--- config.mk ---
export PLATFORM = sky130hd
export DESIGN_NAME = farrow_horner
export DESIGN_NICKNAME = d
export VERILOG_FILES = /design/src/rtl/farrow_pkg.sv /design/src/rtl/add.sv /design/src/rtl/multiply.sv /design/src/rtl/farrow_horner.sv
export SDC_FILE = /design/constraint.sdc
export NUM_CORES = 1
export LEC_CHECK = 0
export CELL_PAD_IN_SITES_DETAIL_PLACEMENT = 0
export CELL_PAD_IN_SITES_GLOBAL_PLACEMENT = 2
export CORE_UTILIZATION = 39
export DETAILED_ROUTE_END_ITERATION = 8
export GPL_ROUTABILITY_DRIVEN = 0
export PLACE_DENSITY = 0.92
export SKIP_LAST_GASP = 1
export SLEW_MARGIN = 10
export SYNTH_ARGS = -nofsm -noshare
export SYNTH_HDL_FRONTEND = slang
export SYNTH_SLANG_ARGS = --single-unit
--- constraint.sdc ---
create_clock -name clk -period 34.8 [get_ports clk]
set_input_delay 5.22 -clock clk [delete_from_list [all_inputs] [get_ports clk]]
set_output_delay 5.22 -clock clk [all_outputs]
set_load 0.1 [all_outputs]
--- src/rtl/farrow_pkg.sv ---
`default_nettype none
// ============================================================================
//  farrow_pkg
//  Shared types, half-precision constants and IEEE binary16 helpers.
//  Revision: 1.0
// ============================================================================
package farrow_pkg;

    typedef enum logic [2:0] {
        IDLE      = 3'd0,
        MUL_ISSUE = 3'd1,
        MUL_WAIT  = 3'd2,
        ADD_ISSUE = 3'd3,
        ADD_WAIT  = 3'd4,
        DONE      = 3'd5
    } horner_state_t;

    localparam logic [15:0] FP16_ZERO = 16'h0000;
    localparam logic [15:0] FP16_ONE  = 16'h3C00;
    localparam logic [15:0] FP16_QNAN = 16'h7E00;
    localparam int          MAX_ORDER = 7;

    // Leading-zero count of a 22-bit vector; returns 22 for an all-zero input.
    function automatic logic [4:0] fp_clz22(input logic [21:0] v);
        logic [4:0] n;
        logic       found;
        n     = 5'd22;
        found = 1'b0;
        for (int i = 21; i >= 0; i--) begin
            if (!found && v[i]) begin
                n     = 5'(21 - i);
                found = 1'b1;
            end
        end
        return n;
    endfunction

    // sig = {1, frac[9:0], guard, round, sticky} normalised, value 1.f * 2^(e_b-15).
    // Denormalises when e_b <= 0, then rounds to nearest-even; the final
    // increment carries naturally from fraction into exponent and up to Inf.
    function automatic logic [15:0] fp16_round_pack(input logic sgn, input int e_b,
                                                    input logic [13:0] sig);
        logic [27:0] wide;
        logic [13:0] s;
        logic [4:0]  ex;
        logic        inc;
        logic [14:0] mag;
        int          sh;
        if (e_b >= 31) begin
            return {sgn, 5'h1F, 10'h000};
        end
        if (e_b >= 1) begin
            s  = sig;
            ex = e_b[4:0];
        end else begin
            sh = 1 - e_b;
            if (sh > 15) begin
                sh = 15;
            end
            wide = {sig, 14'b0} >> sh;
            s    = {wide[27:15], (wide[14] | (|wide[13:0]))};
            ex   = 5'd0;
        end
        inc = s[2] & (s[1] | s[0] | s[3]);
        mag = {ex, s[12:3]} + 15'(inc);
        return {sgn, mag};
    endfunction

endpackage : farrow_pkg
`default_nettype wire

--- src/rtl/add.sv ---
`default_nettype none
// ============================================================================
//  add
//  Binary16 adder, round-to-nearest-even, one-cycle registered result.
//  Revision: 1.0
// ============================================================================
module add
    import farrow_pkg::*;
#(
    parameter int BITS      = 16,
    parameter     PRECISION = "HALF"
) (
    input  logic            clk,
    input  logic            rstn,
    input  logic            in_valid,
    input  logic [BITS-1:0] a,
    input  logic [BITS-1:0] b,
    output logic            out_valid,
    output logic [BITS-1:0] c
);

    generate
        if (BITS != 16 || PRECISION != "HALF") begin : g_bad_precision
            $error("add: only BITS=16 / PRECISION=HALF is implemented");
        end
    endgenerate

    logic [15:0] w_big, w_sml, w_res;
    logic [4:0]  w_xb, w_xs, w_d, w_dcl, w_lz;
    logic [13:0] w_mb, w_ms, w_al;
    logic [27:0] w_wide;
    logic [14:0] w_sum, w_norm;
    logic        w_sub, w_a_nan, w_b_nan, w_a_inf, w_b_inf;
    int          w_exp;

    always_comb begin
        w_a_nan = (&a[14:10]) & (|a[9:0]);
        w_b_nan = (&b[14:10]) & (|b[9:0]);
        w_a_inf = (&a[14:10]) & ~(|a[9:0]);
        w_b_inf = (&b[14:10]) & ~(|b[9:0]);
        // Larger magnitude first so the aligned difference is never negative.
        if (b[14:0] > a[14:0]) begin
            w_big = b;
            w_sml = a;
        end else begin
            w_big = a;
            w_sml = b;
        end
        w_xb   = (w_big[14:10] == 5'd0) ? 5'd1 : w_big[14:10];
        w_xs   = (w_sml[14:10] == 5'd0) ? 5'd1 : w_sml[14:10];
        w_d    = w_xb - w_xs;
        w_dcl  = (w_d > 5'd15) ? 5'd15 : w_d;
        w_mb   = {(|w_big[14:10]), w_big[9:0], 3'b000};
        w_ms   = {(|w_sml[14:10]), w_sml[9:0], 3'b000};
        w_wide = {w_ms, 14'b0} >> w_dcl;
        w_al   = {w_wide[27:15], (w_wide[14] | (|w_wide[13:0]))};
        w_sub  = w_big[15] ^ w_sml[15];
        w_sum  = w_sub ? ({1'b0, w_mb} - {1'b0, w_al}) : ({1'b0, w_mb} + {1'b0, w_al});
        w_lz   = fp_clz22({w_sum, 7'b0});
        w_norm = w_sum << w_lz;
        w_exp  = int'(w_xb) + 1 - int'(w_lz);

        if (w_a_nan) begin
            w_res = a;
        end else if (w_b_nan) begin
            w_res = b;
        end else if (w_a_inf && w_b_inf && (a[15] != b[15])) begin
            w_res = FP16_QNAN;
        end else if (w_a_inf) begin
            w_res = a;
        end else if (w_b_inf) begin
            w_res = b;
        end else if (w_sum == 15'd0) begin
            // Exact cancellation yields +0; equal-signed zeros keep their sign.
            w_res = {(w_sub ? 1'b0 : w_big[15]), 15'h0000};
        end else begin
            w_res = fp16_round_pack(w_big[15], w_exp, {w_norm[14:2], (|w_norm[1:0])});
        end
    end

    always_ff @(posedge clk) begin
        if (!rstn) begin
            out_valid <= 1'b0;
            c         <= FP16_ZERO;
        end else begin
            out_valid <= in_valid;
            if (in_valid) begin
                c <= w_res;
            end
        end
    end

endmodule : add
`default_nettype wire

--- src/rtl/multiply.sv ---
`default_nettype none
// ============================================================================
//  multiply
//  Binary16 multiplier, round-to-nearest-even, one-cycle registered result.
//  Revision: 1.0
// ============================================================================
module multiply
    import farrow_pkg::*;
#(
    parameter int BITS      = 16,
    parameter     PRECISION = "HALF"
) (
    input  logic            clk,
    input  logic            rstn,
    input  logic            in_valid,
    input  logic [BITS-1:0] a,
    input  logic [BITS-1:0] b,
    output logic            out_valid,
    output logic [BITS-1:0] c
);

    generate
        if (BITS != 16 || PRECISION != "HALF") begin : g_bad_precision
            $error("multiply: only BITS=16 / PRECISION=HALF is implemented");
        end
    endgenerate

    logic [4:0]  w_ea, w_eb, w_xa, w_xb, w_lz;
    logic [10:0] w_sa, w_sb;
    logic [21:0] w_prod, w_norm;
    logic        w_sgn, w_a_nan, w_b_nan, w_a_inf, w_b_inf, w_a_zero, w_b_zero;
    int          w_exp;
    logic [15:0] w_res;

    always_comb begin
        w_ea     = a[14:10];
        w_eb     = b[14:10];
        w_sgn    = a[15] ^ b[15];
        w_a_nan  = (&w_ea) & (|a[9:0]);
        w_b_nan  = (&w_eb) & (|b[9:0]);
        w_a_inf  = (&w_ea) & ~(|a[9:0]);
        w_b_inf  = (&w_eb) & ~(|b[9:0]);
        w_a_zero = ~(|a[14:0]);
        w_b_zero = ~(|b[14:0]);
        // Subnormals carry no hidden bit but share the exponent of 1.
        w_xa     = (w_ea == 5'd0) ? 5'd1 : w_ea;
        w_xb     = (w_eb == 5'd0) ? 5'd1 : w_eb;
        w_sa     = {(|w_ea), a[9:0]};
        w_sb     = {(|w_eb), b[9:0]};
        w_prod   = w_sa * w_sb;
        w_lz     = fp_clz22(w_prod);
        w_norm   = w_prod << w_lz;
        w_exp    = int'(w_xa) + int'(w_xb) - 14 - int'(w_lz);

        if (w_a_nan) begin
            w_res = a;
        end else if (w_b_nan) begin
            w_res = b;
        end else if ((w_a_inf && w_b_zero) || (w_b_inf && w_a_zero)) begin
            w_res = FP16_QNAN;
        end else if (w_a_inf || w_b_inf) begin
            w_res = {w_sgn, 5'h1F, 10'h000};
        end else if (w_a_zero || w_b_zero) begin
            w_res = {w_sgn, 15'h0000};
        end else begin
            w_res = fp16_round_pack(w_sgn, w_exp, {w_norm[21:9], (|w_norm[8:0])});
        end
    end

    always_ff @(posedge clk) begin
        if (!rstn) begin
            out_valid <= 1'b0;
            c         <= FP16_ZERO;
        end else begin
            out_valid <= in_valid;
            if (in_valid) begin
                c <= w_res;
            end
        end
    end

endmodule : multiply
`default_nettype wire

--- src/rtl/farrow_horner.sv ---
`default_nettype none
// ============================================================================
//  farrow_horner
//  Iterative Horner combiner y = c0 + mu*(c1 + mu*(... + mu*c_ORDER)).
//  Revision: 1.0
// ============================================================================
module farrow_horner
    import farrow_pkg::*;
#(
    parameter int BITS      = 16,
    parameter     PRECISION = "HALF",
    parameter int ORDER     = 3
) (
    input  logic                      clk,
    input  logic                      rstn,
    input  logic                      in_valid,
    output logic                      in_ready,
    input  logic [(ORDER+1)*BITS-1:0] branch_in,
    input  logic [BITS-1:0]           mu,
    output logic                      out_valid,
    input  logic                      out_ready,
    output logic [BITS-1:0]           y
);

    generate
        if (ORDER < 1 || ORDER > MAX_ORDER) begin : g_bad_order
            $error("farrow_horner: ORDER must lie in 1..7");
        end
    endgenerate

    localparam int c_K_W = 3;

    horner_state_t             r_state, w_next;
    logic [(ORDER+1)*BITS-1:0] r_coef;
    logic [BITS-1:0]           r_mu, r_acc, r_prod, r_y;
    logic [c_K_W-1:0]          r_k;
    logic                      r_out_valid;
    logic                      w_mul_in_valid, w_add_in_valid;
    logic                      w_mul_out_valid, w_add_out_valid;
    logic [BITS-1:0]           w_mul_c, w_add_c, w_ck;

    assign w_ck      = r_coef[int'(r_k)*BITS +: BITS];
    assign in_ready  = (r_state == IDLE);
    assign out_valid = r_out_valid;
    assign y         = r_y;

    always_comb begin
        w_next         = r_state;
        w_mul_in_valid = 1'b0;
        w_add_in_valid = 1'b0;
        case (r_state)
            IDLE: begin
                if (in_valid) begin
                    w_next = MUL_ISSUE;
                end
            end
            MUL_ISSUE: begin
                w_mul_in_valid = 1'b1;
                w_next         = MUL_WAIT;
            end
            MUL_WAIT: begin
                if (w_mul_out_valid) begin
                    w_next = ADD_ISSUE;
                end
            end
            ADD_ISSUE: begin
                w_add_in_valid = 1'b1;
                w_next         = ADD_WAIT;
            end
            ADD_WAIT: begin
                if (w_add_out_valid) begin
                    w_next = (r_k == '0) ? DONE : MUL_ISSUE;
                end
            end
            DONE: begin
                if (r_out_valid && out_ready) begin
                    w_next = IDLE;
                end
            end
            default: begin
                w_next = IDLE;
            end
        endcase
    end

    always_ff @(posedge clk) begin
        if (!rstn) begin
            r_state     <= IDLE;
            r_coef      <= '0;
            r_mu        <= '0;
            r_acc       <= '0;
            r_prod      <= '0;
            r_k         <= '0;
            r_y         <= '0;
            r_out_valid <= 1'b0;
        end else begin
            r_state <= w_next;
            case (r_state)
                IDLE: begin
                    if (in_valid) begin
                        r_coef <= branch_in;
                        r_mu   <= mu;
                        r_acc  <= branch_in[ORDER*BITS +: BITS];
                        r_k    <= c_K_W'(ORDER - 1);
                    end
                end
                MUL_WAIT: begin
                    if (w_mul_out_valid) begin
                        r_prod <= w_mul_c;
                    end
                end
                ADD_WAIT: begin
                    if (w_add_out_valid) begin
                        r_acc <= w_add_c;
                        if (r_k != '0) begin
                            r_k <= r_k - c_K_W'(1);
                        end
                    end
                end
                DONE: begin
                    // First DONE cycle publishes the result; it then holds until taken.
                    if (!r_out_valid) begin
                        r_out_valid <= 1'b1;
                        r_y         <= r_acc;
                    end else if (out_ready) begin
                        r_out_valid <= 1'b0;
                    end
                end
                default: begin
                end
            endcase
        end
    end

    multiply #(
        .BITS      (BITS),
        .PRECISION (PRECISION)
    ) u_multiply (
        .clk       (clk),
        .rstn      (rstn),
        .in_valid  (w_mul_in_valid),
        .a         (r_acc),
        .b         (r_mu),
        .out_valid (w_mul_out_valid),
        .c         (w_mul_c)
    );

    add #(
        .BITS      (BITS),
        .PRECISION (PRECISION)
    ) u_add (
        .clk       (clk),
        .rstn      (rstn),
        .in_valid  (w_add_in_valid),
        .a         (r_prod),
        .b         (w_ck),
        .out_valid (w_add_out_valid),
        .c         (w_add_c)
    );

endmodule : farrow_horner
`default_nettype wire

# [Yosys cells after proc, flatten, opt, wreduce, memory -nomap -nowiden]
# Index checks and enable logic that the tools add are counted.
[op_classes] bitwise_logic=26 n_mux=173 eq_ne=11 n_reduce_logical=112 addsub=13 n_shift=6 n_lt_le_gt_ge=8 mul=1
[ops] operator="$mux 32" n=17
[ops] operator="$mux 16" n=19
[ops] operator="$mux 5" n=57
[ops] operator="$mux 13" n=15
[ops] operator="$ge 32x2->1 const B" n=2
[ops] operator="$ge 32x6->1 const B" n=2
[ops] operator="$gt 32x5->1 const B" n=2
[ops] operator="$shiftx 64x8->16" n=1
[ops] operator="$shr 28x32->27" n=2
[ops] operator="$sub 2x32->32 const A" n=2
[ops] operator="$sub 32x6->32" n=2
[ops] operator="$mux 1" n=53
[ops] operator="$reduce_or 14->1" n=3
[ops] operator="$logic_and 1x1->1" n=40
[ops] operator="$reduce_or 10->1" n=4
[ops] operator="$logic_not 1->1" n=35
[ops] operator="$pmux 16 s2" n=1
[ops] operator="$sub 32x5->32 const B" n=1
[ops] operator="$add 15x1->15" n=2
[ops] operator="$reduce_or 15->1" n=2
[ops] operator="$shr 28x5->28" n=1
[ops] operator="$mux 3" n=8
[ops] operator="$mul 11x11->22" n=1
[ops] operator="$shl 22x5->22" n=1
[ops] operator="other kinds (35)" n=77
[totals] word_cells=362 reg_bits=169 out_inout_bits=18

# [Depth between registers and ports, before layout]
# Gate-level depths: netlist of the first run.
[depth] word_depth=100 ltp_mapped=73 mapped_depth_nobuf=68

# [By module]
# A second synthesis of the first run with hierarchy kept.
[hier_totals] hier_cells=3204 hier_area_um2=23645.2
[by_module_without_submodules] module="multiply" area_per_inst_um2=9848.2 cells_per_inst=1353 seq_area_each_um2=340.3 instances=1
[by_module_without_submodules] module="add" area_per_inst_um2=8076.5 cells_per_inst=1197 seq_area_each_um2=340.3 instances=1
[by_module_without_submodules] module="farrow_horner" area_per_inst_um2=5720.5 cells_per_inst=654 seq_area_each_um2=2702.6 instances=1

# [Worst setup path after synthesis of the first run]
# Ideal clock, no wire load.
[synth_timing] kind="flip-flop to flip-flop" start="register r_k[0]" end="register u_add.c[14]" required_time_ns=34.717 setup_time_ns=0.083 stages_incl_launch_ff=64 t_arrival_ns=13.750 slack_ns=20.967 synth_period_minus_slack_ns=13.833 path_cell_list="dfxtp_1 > buf_6 > buf_2 > mux4_2 > and2_1 > clkbuf_1 > ha_1 > nand4_1 > or4_1 > clkbuf_1 > o21ai_2 > clkbuf_1 > nor2_1 > a21oi_1 > inv_1 > nor2_1 > nand3_1 > o211a_1 > [28 not listed] > a21o_1 > a21oi_1 > ha_1 > and3_1 > a31oi_1 > o21ai_0 > or2_2 > clkbuf_1 > clkbuf_1 > nor4_1 > nor3_1 > o221a_2 > a22oi_2 > ha_1 > nand3_1 > nor3_2 > mux2_1 > o221ai_1"
[synth_between] elab_chain_len=90
[synth_rtl] item="start, declared" line_no="farrow_horner.sv:36" source="logic [c_K_W-1:0] r_k;"
[synth_rtl] item="start signal, assigned" line_no="farrow_horner.sv:104" source="r_k <= c_K_W'(ORDER - 1);"
[synth_rtl] item="start signal, assigned" line_no="farrow_horner.sv:116" source="r_k <= r_k - c_K_W'(1);"
[synth_rtl] item="$shiftx 64x8->16 *" line_no="farrow_horner.sv:42" source="assign w_ck = r_coef[int'(r_k)*BITS +: BITS];"
[synth_rtl] item="$gt 15x15->1" line_no="add.sv:42" source="if (b[14:0] > a[14:0]) begin"
[synth_rtl] item="$mux 16" line_no="add.sv:42"
[synth_rtl] item="$logic_not 5->1 (on tied branches)" line_no="add.sv:49, add.sv:50"
[synth_rtl] item="$mux 5 (on tied branches)" line_no="add.sv:49, add.sv:50"
[synth_rtl] item="$sub 5x5->5" line_no="add.sv:51" source="w_d = w_xb - w_xs;"
[synth_rtl] item="$gt 5x4->1" line_no="add.sv:52" source="w_dcl = (w_d > 5'd15) ? 5'd15 : w_d;"
[synth_rtl] item="$mux 5" line_no="add.sv:52"
[synth_rtl] item="[74 not listed]"
[synth_rtl] item="$add 15x1->15" line_no="farrow_pkg.sv:65" source="mag = {ex, s[12:3]} + 15'(inc);"
[synth_rtl] item="$mux 16" line_no="farrow_pkg.sv:52" source="if (e_b >= 1) begin"
[synth_rtl] item="$mux 16" line_no="add.sv:73" source="end else if (w_sum == 15'd0) begin"
[synth_rtl] item="$mux 16" line_no="add.sv:71" source="end else if (w_b_inf) begin"
[synth_rtl] item="$mux 16" line_no="add.sv:69" source="end else if (w_a_inf) begin"
[synth_rtl] item="$mux 16" line_no="add.sv:67" source="end else if (w_a_inf && w_b_inf && (a[15] != b[15])) begin"
[synth_rtl] item="$mux 16 *" line_no="add.sv:65" source="end else if (w_b_nan) begin"
[synth_rtl] item="$mux 16 *" line_no="add.sv:63" source="if (w_a_nan) begin"
[synth_rtl] item="end signal, assigned" line_no="add.sv:88" source="c <= w_res;"
[synth_rtl] item="end, declared" line_no="add.sv:19" source="output logic [BITS-1:0] c"
# Mark *: on every way between the ends. The rest lies on a longest branch, timed or not. The select of a mux whose other input is x is not followed.
# A chain may end at the register's enable or synchronous reset.

# [Final worst setup path of the first run]
# Same ends and word-level chain as after synthesis.

==> results of run 1 <==
==> cells in the final DEF, fill, tap and decap left out, drive strengths merged, types with 21 or more instances in the layout <==
cell           Yosys  layout
nand2            498     498
a21oi            291     291
nor2             229     229
inv              218     222
dfxtp            169     169
o21ai            161     161
ha               132     132
clkdlybuf4s50      0     101
nor3             100     100
and2              93      93
fa                86      86
nand3             78      78
a211oi            62      62
mux2i             48      48
xnor2             44      44
a31oi             35      35
a21o              33      33
nor4              31      31
o211ai            27      27
nand4             25      25
buf               28      23
and3              21      21
a221oi            21      21
==> stage by stage <==
step / utilization, % / hold slack, ps / cell area, sq um
global route: 43.3 / 477 / 23300
detailed placement: 42.1 / 446 / 22700
finish: 43.3 / 455 / 23300
CTS: 43.3 / 457 / 23300
floorplan: - / 429 / 21200
global placement: 42.1 / 439 / 22700
==> worst max-delay path, delay by kind of cell (launching register included) <==
family / cells / cell delay, ps
buffers and inverters: 3 / 340
xor gates and xnor gates: 1 / 570
adders and majority gates: 7 / 2120
DFF: 1 / 1060
and+or+nand+nor: 23 / 6410
AOI/OAI and AO/OA: 20 / 5630
muxes: 2 / 960
==> sequential cells by signal, summed over array words and instances, names as in the netlist <==
| signal | flops |
|---|---|
| r_state | 3 |
| r_prod | 16 |
| r_mu | 16 |
| r_coef | 64 |
| u_add.out_valid | 1 |
| out_valid | 1 |
| u_multiply.out_valid | 1 |
| y | 16 |
| u_multiply.c | 16 |
| u_add.c | 16 |
| r_k | 3 |
| r_acc | 16 |
==> routing by layer <==
| metal | wire [um] | share of wire (%) | global-route usage (%) |
|---|---|---|---|
| met5 | 19 | 0.025 | 0 |
| met4 | 2790 | 3.6 | 9.74 |
| met3 | 6760 | 8.8 | 4.83 |
| met2 | 33300 | 43 | 41.1 |
| met1 | 34300 | 44 | 37.7 |
==> synth_stat cells, types with 19 or more instances <==
cell type  count
a21o_1        33
ha_1         132
clkbuf_1     145
or3_1         19
o31ai_1       19
a31oi_1       34
and2_1        90
a21oi_1      288
inv_1        214
o22ai_1       20
o21a_1        20
o211ai_1      27
nand2b_1      19
nand3_1       77
a211oi_1      60
nor2_1       228
mux2i_1       48
nor3_1        96
a22oi_1       19
nor4_1        26
nor2b_1       19
and3_1        20
xnor2_1       44
o21ai_0      144
fa_1          86
nand2_1      497
a221oi_1      20
nand4_1       23
dfxtp_1      169
==> worst paths after layout <==
kind                      end        from
setup / recovery  u_add.c[14]      r_k[0]
hold / removal     r_coef[11]  r_coef[11]
setup reg to reg  u_add.c[14]      r_k[0]
hold reg to reg    r_coef[11]  r_coef[11]
==> logic make-up (layout without fill, tap and decap cells) <==
family | count (synthesis) | in the layout | share of synthesized area [%]
compound gates | 893 | 893 | 27.9
xor+xnor | 58 | 58 | 2.39
fa+ha+maj | 218 | 218 | 15.9
buf+inv | 392 | 375 | 7.05
flops | 169 | 169 | 15.9
mux | 74 | 74 | 4.51
simple gates | 1193 | 1193 | 26.4
==> final cells by class <==
| class | count | area, sq um |
|---|---|---|
| Fill cell | 5693 | 30500 |
| Multi-Input combinational cell | 2436 | 16400 |
| Sequential cell | 169 | 3380 |
| Timing Repair Buffer | 124 | 1180 |
| Tap cell | 696 | 871 |
| Inverter | 219 | 825 |
| Clock buffer | 17 | 425 |
| Clock inverter | 15 | 216 |
==> impl_metrics.tcl, run 1 <==
set metrics [dict create \
    ys_seq_elements 169 \
    reg2reg_depth 56 \
    wire_per_inst_um 21.0 \
    clock_latency_ps 460 \
    grtUsageTotal_pct 26.9 \
    cts_max_level 4 \
    chipHeight_um 235 \
    tns_ps 0 \
    final_cells 3676 \
    hold_depth 2 \
    dr.pass1.iters 8 \
    grt_max_degree 84 \
    antenna_cells 0 \
    io_buffers 101 \
    critical_path_class "reg -> reg" \
    pre_cts_ws_ps 18040 \
    critPathArrivalTime_ps 17570 \
    yosysTopAreaCellShare_pct 15.9 \
    hold_viol_final 0 \
    clock_skew_ps 12.8 \
    vias_per_cell 6.23 \
    wl_um 77200 \
    cts_buffers 17 \
    drv_cap 0 \
    setup_ws_ps 17610 \
    fin_crit_ps 17190 \
    synth-edff-count 0 \
    fp.dieW_um 235 \
    cts.clk_slew.worst_paths_ps 80 \
    start_util_pct 39.5 \
    yosys_warnings 0 \
    syn_inst 2997 \
    cp-end-kind "register" \
    setup_viol 0 \
    hold_class "reg -> reg" \
    dp.cells 3644 \
    async_flop_share_pct 0 \
    synth_cell_types 113 \
    fin_crit_sh_pct 49.4 \
    grt_overflow 0 \
    yosysSeqAreaShare_pct 15.9 \
    cts_root_buffer "clkbuf_16" \
    grt_antenna_before_repair 1 \
    fmax_mhz 58.2 \
    syn-cell-area_sq_um 21200 \
    drive_above_1_share_pct 5.34 \
    grt_setup_unrepaired "false" \
    cts.repair.resized 0 \
    slowest_stage "dfxtp_1" \
    drc 0 \
    fin_nets 3269 \
    syn_to_final_growth_pct 9.68 \
    pin_count 102 \
    vias 22900 \
    tightest_slew_ps 1180 \
    grt_pass1_vias 21100 \
    relSlewSlack_pct 21.6 \
    cts.sinks 169 \
    clockBufferDepth 2 \
    syn_avg_cell_area_sq_um 7.09 \
    crit_path_start_kind "register" \
    core_area_sq_um 53800 \
    required_ps 35180 \
    cts_tree "built" \
    cts_setup_buffers 0 \
    holdBufCountCts 0 \
    rrSetupSlack_ps 17610 \
    status "complete, no violations" \
    cpMostUsedCell "nor2_1" \
    dieArea_sq_um 55400 \
    critical-path-max-stage-delay_ps 1060 \
    synth.area.top_cells "dfxtp_1, nand2_1, fa_1, ha_1, a21oi_1" \
    grt_pass1_wl_um 120000 \
    finalMaxSlewViolations 0 \
    hpwlAfterDp_um 59900 \
    ant_nets 0 \
    yosys.area.top_type "dfxtp_1" \
    drt_iter0_markers 2683 \
    ys.flop_type "dfxtp_1" \
    rows 85 \
    cp_max_fo 18 \
    syn_nets 3299 \
]
Power of run 1 is left out: the tool's default activity adds up to more than one toggle a clock period on the data nets, which glitch-free logic cannot reach.
==> run 2, diff against run 1 <==
CORE_UTILIZATION = 36   (was 39)
PLACE_DENSITY = 0.86   (was 0.92)
clock period = 17.9 ns   (was 34.8 ns; I/O delays follow)
==> run 2 against run 1 <==
Against the previous run:
- maximum frequency grew 4.0%
- die area grew 8.3%
- clock skew down 1.5 ps
- first-iteration DRC count down 7.1%
- highest routed layer is now met4
==> impl_metrics.tcl, run 2 (same netlist as run 1, synthesis figures left out) <==
set metrics [dict create \
    cts_buffers 17 \
    setup_ws_ps 1370 \
    critPathArrivalTime_ps 16860 \
    drv_cap 0 \
    cts_tree "built" \
    cp_max_fo 18 \
    cts.sinks 169 \
    place_area_sq_um 22800 \
    start_util_pct 36.6 \
    crit_path_start_kind "register" \
    cts_max_level 4 \
    dp.cells 3716 \
    dr.pass1.iters 6 \
    cts_root_buffer "clkbuf_16" \
    vias_per_cell 6.07 \
    hold_viol_final 0 \
    drt_iter0_markers 2493 \
    largest_reg_flops 64 \
    setup_viol 0 \
    largest_register "r_coef" \
    drc 0 \
    ant_nets 0 \
    pre_cts_ws_ps 678 \
    clock_skew_ps 11.3 \
    syn_to_final_growth_pct 10.2 \
    cpMostUsedCell "o21ai_0" \
    design_area_sq_um 23400 \
    tightest_slew_ps 1270 \
    hold_class "reg -> reg" \
    final_util_pct 40.3 \
    grt_pass1_vias 21200 \
    fp.dieW_um 245 \
    pin_count 102 \
    status "complete, no violations" \
    cp-end-kind "register" \
    clock_latency_ps 450 \
    slowest_stage "a21oi_1" \
    final_cell_mix "nand2_1, a21oi_1, nor2_1" \
    required_ps 18230 \
    grt_pass1_wl_um 121000 \
    fin_nets 3272 \
    finalMaxSlewViolations 0 \
    rows 88 \
    critical_path_class "reg -> reg" \
    critical-path-max-stage-delay_ps 790 \
    final_cells 3748 \
    grtUsageTotal_pct 25.2 \
    antenna_cells 0 \
    multiInputGateArea_sq_um 16400 \
    seqCellArea_sq_um 3380 \
    grt_overflow 0 \
    dieArea_sq_um 60000 \
    clockBufferDepth 2 \
    fin_crit_ps 16530 \
    fmax_mhz 60.5 \
    relSlewSlack_pct 15.0 \
    final_common_cell "nand2_1" \
    wire_per_inst_um 20.6 \
    chipHeight_um 245 \
    cts.clk_slew.worst_paths_ps 70 \
    hpwlAfterDp_um 60700 \
    fin_crit_sh_pct 92.4 \
    wl_um 77100 \
    fill_cells 6003 \
    io_buffers 101 \
    core_area_sq_um 58000 \
    grt_max_degree 97 \
    drive_above_1_share_pct 5.53 \
    vias 22800 \
    grt_antenna_before_repair 0 \
]
==> run 2: worst paths after layout <==
check	from	end	slack (ps)	cells past startpoint
setup / recovery	r_k[0]	u_add.c[8]	1370	60
hold / removal	r_coef[23]	r_coef[23]	450	2
setup reg to reg	r_k[0]	u_add.c[8]	1370	60
hold reg to reg	r_coef[23]	r_coef[23]	450	2
==> run 2: worst max-delay path, delay by kind of cell (launching register included) <==
kind / cells / cell delay [ps]
compound gates: 26 / 6040
simple gates: 21 / 5440
fa+ha+maj: 6 / 2110
mux: 2 / 820
buf+inv: 4 / 790
flops: 1 / 680
xor+xnor: 1 / 490
==> run 2: routing by layer <==
layer	share of wire (%)	global-route usage [%]
met1	46	36.0
met2	43	38.4
met3	7.2	3.82
met4	3.5	8.29
met5	0	0
==> run 2: repair_timing <==
item | in CTS | in global routing
resized for setup | 0 | 5
buffers inserted | 0 | 0
hold buffers | 0 | 0
setup endpoints to repair | 0 | 15
==> run 2: cell type report <==
type                    count  share of cell area, %
inverters                 219                   3.52
well taps                 765                   4.09
clock inverters            12                  0.706
clock buffers              20                   1.95
multi-input cells        2436                   70.1
flip-flops and latches    169                   14.5
repair buffers            127                   5.15
==> run 2: metrics by stage <==
stage	hold slack (ps)	setup TNS (ps)
after floorplan	429	0
after global placement	442	0
after detailed placement	443	0
after CTS	453	0
after global routing	476	-30.8
final	454	0
Power of run 2 is left out for the same reason.
